`config.mk`:
```
export PLATFORM = sky130hd
export DESIGN_NAME = y86_alu
export DESIGN_NICKNAME = d
export VERILOG_FILES = /design/src/rtl/y86_alu_pkg.sv /design/src/rtl/y86_cond_eval.sv /design/src/rtl/y86_alu.sv
export SDC_FILE = /design/constraint.sdc
export NUM_CORES = 1
export LEC_CHECK = 0
export ABC_AREA = 1
export BUFFER_PORTS_ARGS = -buffer_cell sky130_fd_sc_hd__buf_4
export CAP_MARGIN = 20
export CORE_ASPECT_RATIO = 0.7
export CORE_UTILIZATION = 40
export CTS_BUF_LIST = sky130_fd_sc_hd__clkbuf_16
export DETAILED_ROUTE_END_ITERATION = 10
export GPL_TIMING_DRIVEN = 0
export PLACE_DENSITY = 0.68
export REMOVE_ABC_BUFFERS = 1
export SYNTH_ARGS = -nofsm -noshare
export SYNTH_HDL_FRONTEND = slang
export SYNTH_SLANG_ARGS = --single-unit
export TNS_END_PERCENT = 5
```
`constraint.sdc`:
```
create_clock -name clk -period 5.1 [get_ports clk]
set_input_delay 0.255 -clock clk [delete_from_list [all_inputs] [get_ports clk]]
set_output_delay 0.255 -clock clk [all_outputs]
set_load 0.01 [all_outputs]
```
`src/rtl/y86_alu_pkg.sv`:
```
// Shared types and constants for the Y86-64 execute-stage ALU.
// Op encodings, condition functions and the CC register layout.
package y86_alu_pkg;

  localparam logic [1:0] ALU_ADD = 2'b00;
  localparam logic [1:0] ALU_SUB = 2'b01;
  localparam logic [1:0] ALU_AND = 2'b10;
  localparam logic [1:0] ALU_XOR = 2'b11;

  localparam logic [3:0] C_ALWAYS = 4'd0;
  localparam logic [3:0] C_LE     = 4'd1;
  localparam logic [3:0] C_L      = 4'd2;
  localparam logic [3:0] C_E      = 4'd3;
  localparam logic [3:0] C_NE     = 4'd4;
  localparam logic [3:0] C_GE     = 4'd5;
  localparam logic [3:0] C_G      = 4'd6;

  typedef struct packed {
    logic zf;
    logic sf;
    logic of;
  } cc_t;

endpackage

```
`src/rtl/y86_cond_eval.sv`:
```
// jXX/cmovXX condition evaluation from a set of flags.
// Purely combinational so the cmov path can reuse it.
module y86_cond_eval
  import y86_alu_pkg::*;
(
  input  cc_t        cc,
  input  logic [3:0] cond_fn,
  output logic       cnd
);

  logic lt;

  assign lt = cc.sf ^ cc.of;

  always_comb begin
    cnd = 1'b0;
    case (cond_fn)
      C_ALWAYS: cnd = 1'b1;
      C_LE:     cnd = lt | cc.zf;
      C_L:      cnd = lt;
      C_E:      cnd = cc.zf;
      C_NE:     cnd = ~cc.zf;
      C_GE:     cnd = ~lt;
      C_G:      cnd = ~lt & ~cc.zf;
      default:  cnd = 1'b0;
    endcase
  end

endmodule

```
`src/rtl/y86_alu.sv`:
```
// Y86-64 execute ALU: add/sub and and/xor results, overflow,
// condition-code register and branch/cmov condition output.
module y86_alu
  import y86_alu_pkg::*;
#(
  parameter int WIDTH = 64
) (
  input  logic             clk,
  input  logic             rst_n,
  input  logic [1:0]       control,
  input  logic [WIDTH-1:0] A,
  input  logic [WIDTH-1:0] B,
  output logic [WIDTH-1:0] S,
  output logic [WIDTH-1:0] ans,
  output logic             overflow,
  input  logic             set_cc,
  input  logic [3:0]       cond_fn,
  output logic             zf,
  output logic             sf,
  output logic             of,
  output logic             cnd
);

  localparam int MSB = WIDTH - 1;

  logic [WIDTH-1:0] res;
  logic             same_sign;
  logic             sign_flip;
  cc_t              cc_q;
  cc_t              cc_d;

  assign S   = control[0] ? (A - B) : (A + B);
  assign ans = control[0] ? (A ^ B) : (A & B);

  // Sub overflows when operand signs differ, add when they match.
  assign same_sign = (A[MSB] == B[MSB]);
  assign sign_flip = (S[MSB] != A[MSB]);

  assign overflow = ~control[1]
                  & (control[0] ? ~same_sign : same_sign)
                  & sign_flip;

  assign res = control[1] ? ans : S;

  assign cc_d.zf = (res == '0);
  assign cc_d.sf = res[MSB];
  assign cc_d.of = overflow;

  always_ff @(posedge clk or negedge rst_n) begin
    if (!rst_n) begin
      cc_q <= '0;
    end else if (set_cc) begin
      cc_q <= cc_d;
    end
  end

  assign zf = cc_q.zf;
  assign sf = cc_q.sf;
  assign of = cc_q.of;

  y86_cond_eval u_cond (
    .cc      (cc_q),
    .cond_fn (cond_fn),
    .cnd     (cnd)
  );

endmodule

```
==> flow_summary.yaml, run 1 <==
timing:
  setup_slack_ps: 294
  slew_headroom: 0.560
  clock_skew_ps: 0
  setup_tns_ps: 0
  hold_viol_final: 0
  whs_ps: 257
  worst_pin_slew_ps: 653
  rsz0062_at_grt: "no"
  slew_violations: 0
  setup_viol: 0
  fin_crit_ps: 4810
  fin_crit_sh: 0.942
  clock.fmax_mhz: 208
global_route:
  grtUsageTotal: 0.336
  grt_pass1_wl_um: 68100
  grt_pass1_vias: 12000
  antenna_found_initial: 0
  grt_max_degree: 107
  globalRoute.totalOverflow: 0
worst_setup_path:
  reg2reg_depth: 2
  critPathKind: "in -> out"
  crit_path_start: "B[0]"
  endpoint: "overflow"
  cp-end-kind: "primary output"
  crit_fanout: 6
  reg2reg_to: "sf"
  startpoint_type: "primary input"
  rrSetupSlack_ps: 4430
  r2r-start: "sf"
  cp.arrival_ps: 4550
  worst_ep_required_time_ps: 4850
clocking:
  worstSkewPairLatency_ps: 220
  cts_tree: "built"
  cts_buffer_depth: 2
  cts_inserted_buffers: 3
  root_buffer: "clkbuf_16"
  htree_levels: 1
  clkTransAtPathRegs_ps: 30
  cts_sinks: 3
yosys:
  synth_top_family_by_area: "simple AND/OR/NAND/NOR gates"
  async_flop_share: 1.00
  synth_edf_count: 0
  yosysWarnings: 0
  synth.distinct_cells: 47
  syn_area_um2: 10300
  ys_ff_latch: 3
  yosys.area_share.adder: 0.157
  seq_area_frac_synth: 0.00728
  synthFlopType: "dfrtp_1"
  syn_inst: 2123
  yosys.area_share.simple: 0.520
  synth.area.mux_share: 0
  synthXorXnorAreaFrac: 0.0679
  avgSynthCellArea_um2: 4.86
  synth_compound_area_frac: 0.0697
detailed_routing:
  ant_nets: 0
  post_drt_wl_per_cell_um: 17.1
  drc: 0
  dr.pass1.iters: 6
  vias_per_cell: 5.12
  drt_first_iter_violations: 1261
  vias: 13800
  wl_um: 46100
floorplan:
  fp.coreArea_um2: 25000
  ioPinCount: 270
  die_height_um: 136
  die_x_um: 194
  rows: 48
  dieArea_um2: 26400
  start_util: 0.413
power_and_ir_drop:
  ir_drop_uv: 86.2
  power_density_nw_per_um2: 171
  leakagePower_uw: 0.00792
place:
  dpl.hpwl_um: 40700
  place_area_um2: 12700
  place_congestion: 1.00
  portBuffers: 269
  dp_slack_ps: -530
layout:
  antenna-diode-count: 0
  fillers: 2828
  layout_commonest_cell: "nand2_1"
  drive_above_1_share: 0.138
  layout.nets: 2645
  post-route-util: 0.514
  final_cell_mix: "nand2_1, inv_1, buf_4"
  synthToLayoutAreaGrowth_pct: 24.4
  stdcell_area_um2: 12800
worst_hold_path:
  hp-class: "in -> reg"
outcome:
  status: "finished clean"
flow_run:
  max_cap_violations: 0
## state kept, by name (all words and copies together) (netlist names)
| signal | flops |
|---|---|
| zf | 1 |
| sf | 1 |
| of | 1 |
## how the worst min path moves through the flow
stage | depth (start not counted) | from | end | slack [ps]
floorplan | 0 | rst_n | of | -40
global placement | 1 | rst_n | of | 50
detailed placement | 1 | rst_n | of | 50
CTS | 2 | set_cc | sf | 260
global route | 2 | set_cc | sf | 270
finish | 2 | set_cc | sf | 260
## cells in the mapped netlist (14+ instances only)
| cell type | instances | area share |
|---|---|---|
| xnor2_1 | 27 | 0.023 |
| xor2_1 | 53 | 0.045 |
| nor3_1 | 34 | 0.016 |
| o21ai_0 | 43 | 0.021 |
| inv_1 | 438 | 0.16 |
| nand2_1 | 852 | 0.31 |
| ha_1 | 128 | 0.16 |
| nand4_1 | 24 | 0.015 |
| nand3_1 | 90 | 0.044 |
| a21oi_1 | 58 | 0.028 |
| nor2_1 | 206 | 0.075 |
| o21ai_1 | 19 | 0.0092 |
| inv_2 | 16 | 0.0058 |
| or2_1 | 14 | 0.0085 |
| nor4_1 | 25 | 0.015 |
## per-stage QoR
step,total power [uW],instances
6_report,2190,2703
5_1_grt,2380,2703
4_1_cts,2140,2702
3_5_place_dp,2000,2697
3_3_place_gp,1990,2695
2_1_floorplan,1140,2101
## kinds of logic (layout without fill, tap and decap cells)
| logic type | count (synthesis) | after routing |
|---|---|---|
| compound gates | 136 | 136 |
| xor+xnor | 80 | 80 |
| fa+ha+maj | 129 | 129 |
| buf+inv | 480 | 735 |
| flops | 3 | 3 |
| simple gates | 1295 | 1295 |
## layer usage
| metal | routed length (um) | GRT usage | part of all wire | vias up |
|---|---|---|---|---|
| met4 | 637 | 0.0445 | 0.014 | 0 |
| met3 | 5170 | 0.0734 | 0.11 | 35 |
| met1 | 23500 | 0.527 | 0.51 | 6208 |
| met2 | 16800 | 0.461 | 0.36 | 632 |
| li1 | - | - | - | 6964 |
| met5 | 0 | 0 | 0 | - |
## power by group
group	internal (uW)	total (uW)	switching [uW]
clock	101	121	19.7
combinational	744	2040	1300
sequential	26.2	28.4	2.22
## what timing repair did
action | in CTS | in global routing
hold buffers | 1 | 0
buffers inserted | 0 | 0
resized for setup | 3 | 15
hold endpoints to repair | 3 | 0
setup endpoints to repair | 10 | 10
gates cloned | 0 | 1
## worst max-delay path, stage by stage
cell	delay, ps
buf_4	120
inv_1	70
nand3_1	270
nor2_4	260
nand2_1	90
nand2_1	100
o21a_1	170
nand2_1	100
nor2_1	240
nand2_1	160
nor2_2	200
o21ai_1	220
xor2_1	190
ha_1	410
nand2_1	180
nor4_2	370
nand2_1	160
nor2_1	110
nand2_1	70
nand2_1	70
nand2_1	50
nand2_1	200
xor2_1	160
and2_1	170
buf_4	130
## cell type report
class                      count  area (um2)  share of cell area
tap                          325         407              0.0317
clock buffer                   3        75.1             0.00585
inverter                     458        1720               0.134
clock inverter                 1        3.75            0.000293
multi-input combinational   1640        8440               0.658
sequential                     3        75.1             0.00585
timing repair buffer         273        2110               0.164
(Power assumes the default switching activity.)
==> run 2, diff against run 1 <==
--- a/config.mk
+++ b/config.mk
@@ -5,7 +5,6 @@
 export SDC_FILE = /design/constraint.sdc
 export NUM_CORES = 1
 export LEC_CHECK = 0
-export ABC_AREA = 1
 export BUFFER_PORTS_ARGS = -buffer_cell sky130_fd_sc_hd__buf_4
 export CAP_MARGIN = 20
 export CORE_ASPECT_RATIO = 0.7
@@ -13,7 +12,7 @@
 export CTS_BUF_LIST = sky130_fd_sc_hd__clkbuf_16
 export DETAILED_ROUTE_END_ITERATION = 10
 export GPL_TIMING_DRIVEN = 0
-export PLACE_DENSITY = 0.68
+export PLACE_DENSITY = 0.71
 export REMOVE_ABC_BUFFERS = 1
 export SYNTH_ARGS = -nofsm -noshare
 export SYNTH_HDL_FRONTEND = slang
==> flow_summary.yaml, run 2 <==
global_route:
  antenna_found_initial: 0
  grt_max_degree: 73
  grtUsageTotal: 0.319
  grt_pass1_wl_um: 50100
  grt_pass1_vias: 8815
  globalRoute.totalOverflow: 0
yosys:
  avgSynthCellArea_um2: 7.12
  yosys.area_share.simple: 0.243
  synthXorXnorAreaFrac: 0.146
  synth_top_family_by_area: "simple AND/OR/NAND/NOR gates"
  synth_common_cells: "ha_1, nor2_1, a21oi_1, xnor2_1, nand2_1"
  syn_area_um2: 7680
  syn_inst: 1078
  yosysMostFrequentCell: "ha_1"
  synth.distinct_cells: 77
  yosys.area_share.adder: 0.211
  synth.area.mux_share: 0.0992
  synth_top_area_cell: "ha_1"
  yosysWarnings: 0
  seq_area_frac_synth: 0.00978
  ys_ff_latch: 3
  synth_edf_count: 0
  synthFlopType: "dfrtp_1"
  synth_top_cell_area_share: 0.209
  ys_top_cells_by_area: "ha_1, xnor2_1, mux2_2"
  synth_compound_area_frac: 0.233
  async_flop_share: 1.00
timing:
  setup_viol: 2
  fin_crit_sh: 1.02
  slew_headroom: 0.405
  worst_pin_slew_ps: 884
  setup_tns_ps: -120
  setup_slack_ps: -108
  clock_skew_ps: 0
  fin_crit_ps: 5210
  slew_violations: 0
  rsz0062_at_grt: "yes"
  hold_viol_final: 0
  clock.fmax_mhz: 192
worst_setup_path:
  crit_chain: "buf_4 -> nor2_1 -> nand4b_1 -> nor3b_2 -> and3_4 -> a21oi_1 -> xnor2_1 -> ha_1 -> nand4_1 -> nor3_2 -> nand3_1 -> a221oi_2 -> nor2_4 -> xnor2_2 -> or4_1 -> or4_4 -> nor4_4 -> nand4_1 -> o21ai_1"
  cp.arrival_ps: 5350
  path_common_cell: "nand4_1"
  cpPeakStageDelay_ps: 540
  cp-end-kind: "flip-flop"
  worst_ep_required_time_ps: 5250
  critPathKind: "in -> reg"
  crit_fanout: 9
  crit_slowest_cell: "nor3b_2"
  startpoint_type: "primary input"
clocking:
  htree_levels: 1
  cts_inserted_buffers: 3
  worstSkewPairLatency_ps: 220
  cts_sinks: 3
  root_buffer: "clkbuf_16"
  cts_buffer_depth: 2
  cts_tree: "built"
  clkTransAtPathRegs_ps: 30
place:
  dpl.hpwl_um: 28000
  portBuffers: 269
  place_congestion: 0.942
  dp_slack_ps: -1590
floorplan:
  die_height_um: 118
  start_util: 0.417
  die_x_um: 168
  dieArea_um2: 19800
  fp.coreArea_um2: 18400
  rows: 41
  ioPinCount: 270
power_and_ir_drop:
  ir_drop_uv: 112
  power_density_nw_per_um2: 207
  leakagePower_uw: 0.00482
detailed_routing:
  dr.pass1.iters: 5
  post_drt_wl_per_cell_um: 21.2
  drt_first_iter_violations: 960
  drc: 0
  wl_um: 33400
  vias_per_cell: 6.07
  ant_nets: 0
  vias: 9553
outcome:
  failed_checks: "negative setup slack"
  status: "finished, violations left"
layout:
  fillers: 1767
  final_cell_mix: "buf_4, ha_1, nor2_1"
  layout.nets: 1603
  drive_above_1_share: 0.371
  layout_commonest_cell: "buf_4"
  synthToLayoutAreaGrowth_pct: 41.2
worst_hold_path:
  hp-class: "in -> reg"
flow_run:
  max_cap_violations: 0
## run 2: critical path: cells and delay by family
family	cells	cell delay, ps
buf+inv	1	130
fa+ha+maj	1	470
compound gates	3	540
simple gates	12	3620
xor+xnor	2	320
## run 2: metrics by stage
stage                     utilization  total power (uW)  hold WS, ps  std cells  cell area, um2
final                           0.589              2240          297       1573           10800
after global placement          0.526              1890         47.3       1527            9690
after global routing            0.588              2380          302       1572           10800
after detailed placement        0.528              1900         46.6       1528            9720
after CTS                       0.568              2140          293       1553           10500
after floorplan                     -              1080        -40.6       1022            7370
## run 2: final timing paths
path                            endpoint  startpoint  slack [ps]  cells after the start
worst max-delay path                  zf       B[28]        -110                     19
worst min-delay path                  of      set_cc         300                      2
worst max register to register        zf          zf        4300                      2
worst min register to register        of          of         560                      1
max in group asynchronous             sf       rst_n        4620                      2
min in group asynchronous             of       rst_n         380                      2
## run 2: per-layer routing
| metal | global-route usage | vias to the layer above | routed length [um] |
|---|---|---|---|
| met4 | 0.0464 | 0 | 446 |
| li1 | - | 4546 | - |
| met1 | 0.485 | 4446 | 15700 |
| met3 | 0.0733 | 28 | 3870 |
| met5 | 0 | - | 0 |
| met2 | 0.452 | 533 | 13400 |
## run 2: area by class of cell
type	count	area, um2	share of cell area
sequential	3	75.1	0.00693
inverter	38	143	0.0132
timing repair buffer	310	2390	0.221
tap	236	295	0.0272
clock inverter	1	3.75	0.000346
clock buffer	3	75.1	0.00693
antenna	1	2.50	0.000231
multi-input combinational	981	7860	0.725
## run 2: cells by family after synthesis
logic type / Yosys count
AND/OR/NAND/NOR: 373
flip-flops: 3
multiplexers: 68
XOR/XNOR: 128
AO/OA/AOI/OAI: 283
adder cells (fa/ha/maj): 129
buffers and inverters: 94
## run 2: timing repair
item / CTS / global route
gates resized for setup: 105 / 51
hold buffers: 1 / 0
setup endpoints to repair: 28 / 9
setup buffers: 20 / 18
pin swaps: 31 / 39
endpoints found under the hold margin: 3 / 0
## run 2: report_power, final
part           internal [uW]  switching [uW]  total [uW]
Combinational            919            1170        2090
Sequential              26.8            2.95        29.7
Clock                    101            22.3         124
==> run 3, diff against run 2 <==
--- a/config.mk
+++ b/config.mk
@@ -12,7 +12,7 @@
 export CTS_BUF_LIST = sky130_fd_sc_hd__clkbuf_16
 export DETAILED_ROUTE_END_ITERATION = 10
 export GPL_TIMING_DRIVEN = 0
-export PLACE_DENSITY = 0.71
+export PLACE_DENSITY = 0.66
 export REMOVE_ABC_BUFFERS = 1
 export SYNTH_ARGS = -nofsm -noshare
 export SYNTH_HDL_FRONTEND = slang
==> flow_summary.yaml, run 3 (synthesis results as in run 2) <==
outcome:
  status: "finished, violations left"
  failed_checks: "negative setup slack"
layout:
  synthToLayoutAreaGrowth_pct: 37.0
  final_cell_mix: "buf_4, ha_1, nor2_1"
  antenna-diode-count: 0
  fillers: 1790
  layout_commonest_cell: "buf_4"
  stdcell_area_um2: 10500
  layout.nets: 1591
  stdcell_count: 1560
  drive_above_1_share: 0.351
power_and_ir_drop:
  combinationalPowerShare: 0.930
  ir_drop_uv: 85.1
  intPower_uw: 1010
  power_density_nw_per_um2: 207
  seqPwrFrac: 0.014
  p_sw_uw: 1170
  p_total_uw: 2180
  leakagePower_uw: 0.00471
  clockPowerShare: 0.057
  swShare: 0.537
global_route:
  grt_pass1_vias: 8960
  grt_pass1_wl_um: 49500
  antenna_found_initial: 1
  globalRoute.totalOverflow: 0
  grt_max_degree: 78
  grtUsageTotal: 0.315
worst_hold_path:
  hold_depth: 2
  hp-class: "in -> reg"
detailed_routing:
  post_drt_wl_per_cell_um: 21.1
  ant_nets: 0
  drt_first_iter_violations: 919
  drc: 0
  vias: 9587
  vias_per_cell: 6.15
  dr.pass1.iters: 6
  wl_um: 32900
timing:
  setup_slack_ps: -172
  slew_headroom: 0.486
  whs_ps: 299
  clock_skew_ps: 0
  rsz0062_at_grt: "yes"
  slew_violations: 0
  worst_pin_slew_ps: 764
  clock.fmax_mhz: 190
  setup_viol: 3
  fin_crit_ps: 5270
  hold_viol_final: 0
  fin_crit_sh: 1.03
flow_run:
  max_cap_violations: 0
worst_setup_path:
  startpoint_type: "primary input"
  cp.arrival_ps: 5420
  rrSetupSlack_ps: 4300
  worst_ep_required_time_ps: 5250
  crit_fanout: 6
  cp-end-kind: "flip-flop"
  critPathKind: "in -> reg"
  reg2reg_depth: 2
floorplan:
  ioPinCount: 270
  rows: 41
  start_util: 0.417
  fp.coreArea_um2: 18400
  die_x_um: 168
  dieArea_um2: 19800
  die_height_um: 118
place:
  portBuffers: 269
  place_congestion: 0.954
  dp.cells: 1528
  dpl.hpwl_um: 27700
  place_area_um2: 9720
clocking:
  worstSkewPairLatency_ps: 230
  clkTransAtPathRegs_ps: 30
  cts_inserted_buffers: 3
  root_buffer: "clkbuf_16"
  cts_tree: "built"
  htree_levels: 1
  cts_buffer_depth: 2
  cts_sinks: 3
## run 3: cell type report
| cell class | instances | area [um2] | area share |
|---|---|---|---|
| Clock buffer | 3 | 75.1 | 0.00714 |
| Sequential cell | 3 | 75.1 | 0.00714 |
| Timing Repair Buffer | 298 | 2260 | 0.215 |
| Tap cell | 236 | 295 | 0.0281 |
| Inverter | 38 | 143 | 0.0136 |
| Multi-Input combinational cell | 981 | 7670 | 0.729 |
| Clock inverter | 1 | 3.75 | 0.000357 |
## run 3: critical path: stages
cell and delay, ps:
buf_4 120, or2_4 260, nor4_4 310, and2_4 220
nand2_4 100, or2_4 260, nor2_1 90, a21oi_1 110
xnor2_1 260, ha_2 370, a21o_1 190, o21bai_1 220
a221oi_2 310, o211ai_1 210, a31oi_2 310, o21ai_4 80
mux2_1 310, or4_1 390, or4_4 440, nor4_4 260
nand4_1 180, o21ai_1 160
## run 3: per-stage QoR
step                setup TNS [ps]  setup slack (ps)   util
finish                        -271              -172  0.571
global route                 -1120              -374  0.571
CTS                          -3.35             -3.35  0.561
detailed placement          -15270             -1720  0.528
global placement            -17040             -1830  0.526
floorplan                     -107              -107      -
## run 3: power groups by stage
| stage | combinational, uW | sequential (uW) | clock, uW |
|---|---|---|---|
| floorplan | 1050 | 30.7 | 0 |
| global placement | 1860 | 29.7 | 0 |
| detailed placement | 1870 | 29.9 | 0 |
| CTS | 1950 | 29.7 | 124 |
| global route | 2160 | 30.1 | 127 |
| finish | 2030 | 29.7 | 123 |
## run 3: timing repair
action	in CTS	in global routing
gates resized for setup	94	26
hold buffers	1	0
pin swaps	27	15
setup buffers	19	7
endpoints found under the setup margin	29	9
endpoints found under the hold margin	3	0
## run 3: worst paths after layout
kind,start,endpoint
max,B[4],zf
min,set_cc,of
max reg2reg,zf,zf
min reg2reg,of,of
max in group asynchronous,rst_n,sf
min in group asynchronous,rst_n,of
## run 3: metal layers
layer | part of all wire | GRT usage | vias to the layer above
met5 | 0 | 0 | -
met4 | 0.016 | 0.0579 | 0
met3 | 0.11 | 0.0723 | 38
met2 | 0.40 | 0.458 | 533
met1 | 0.47 | 0.466 | 4495
li1 | - | - | 4521
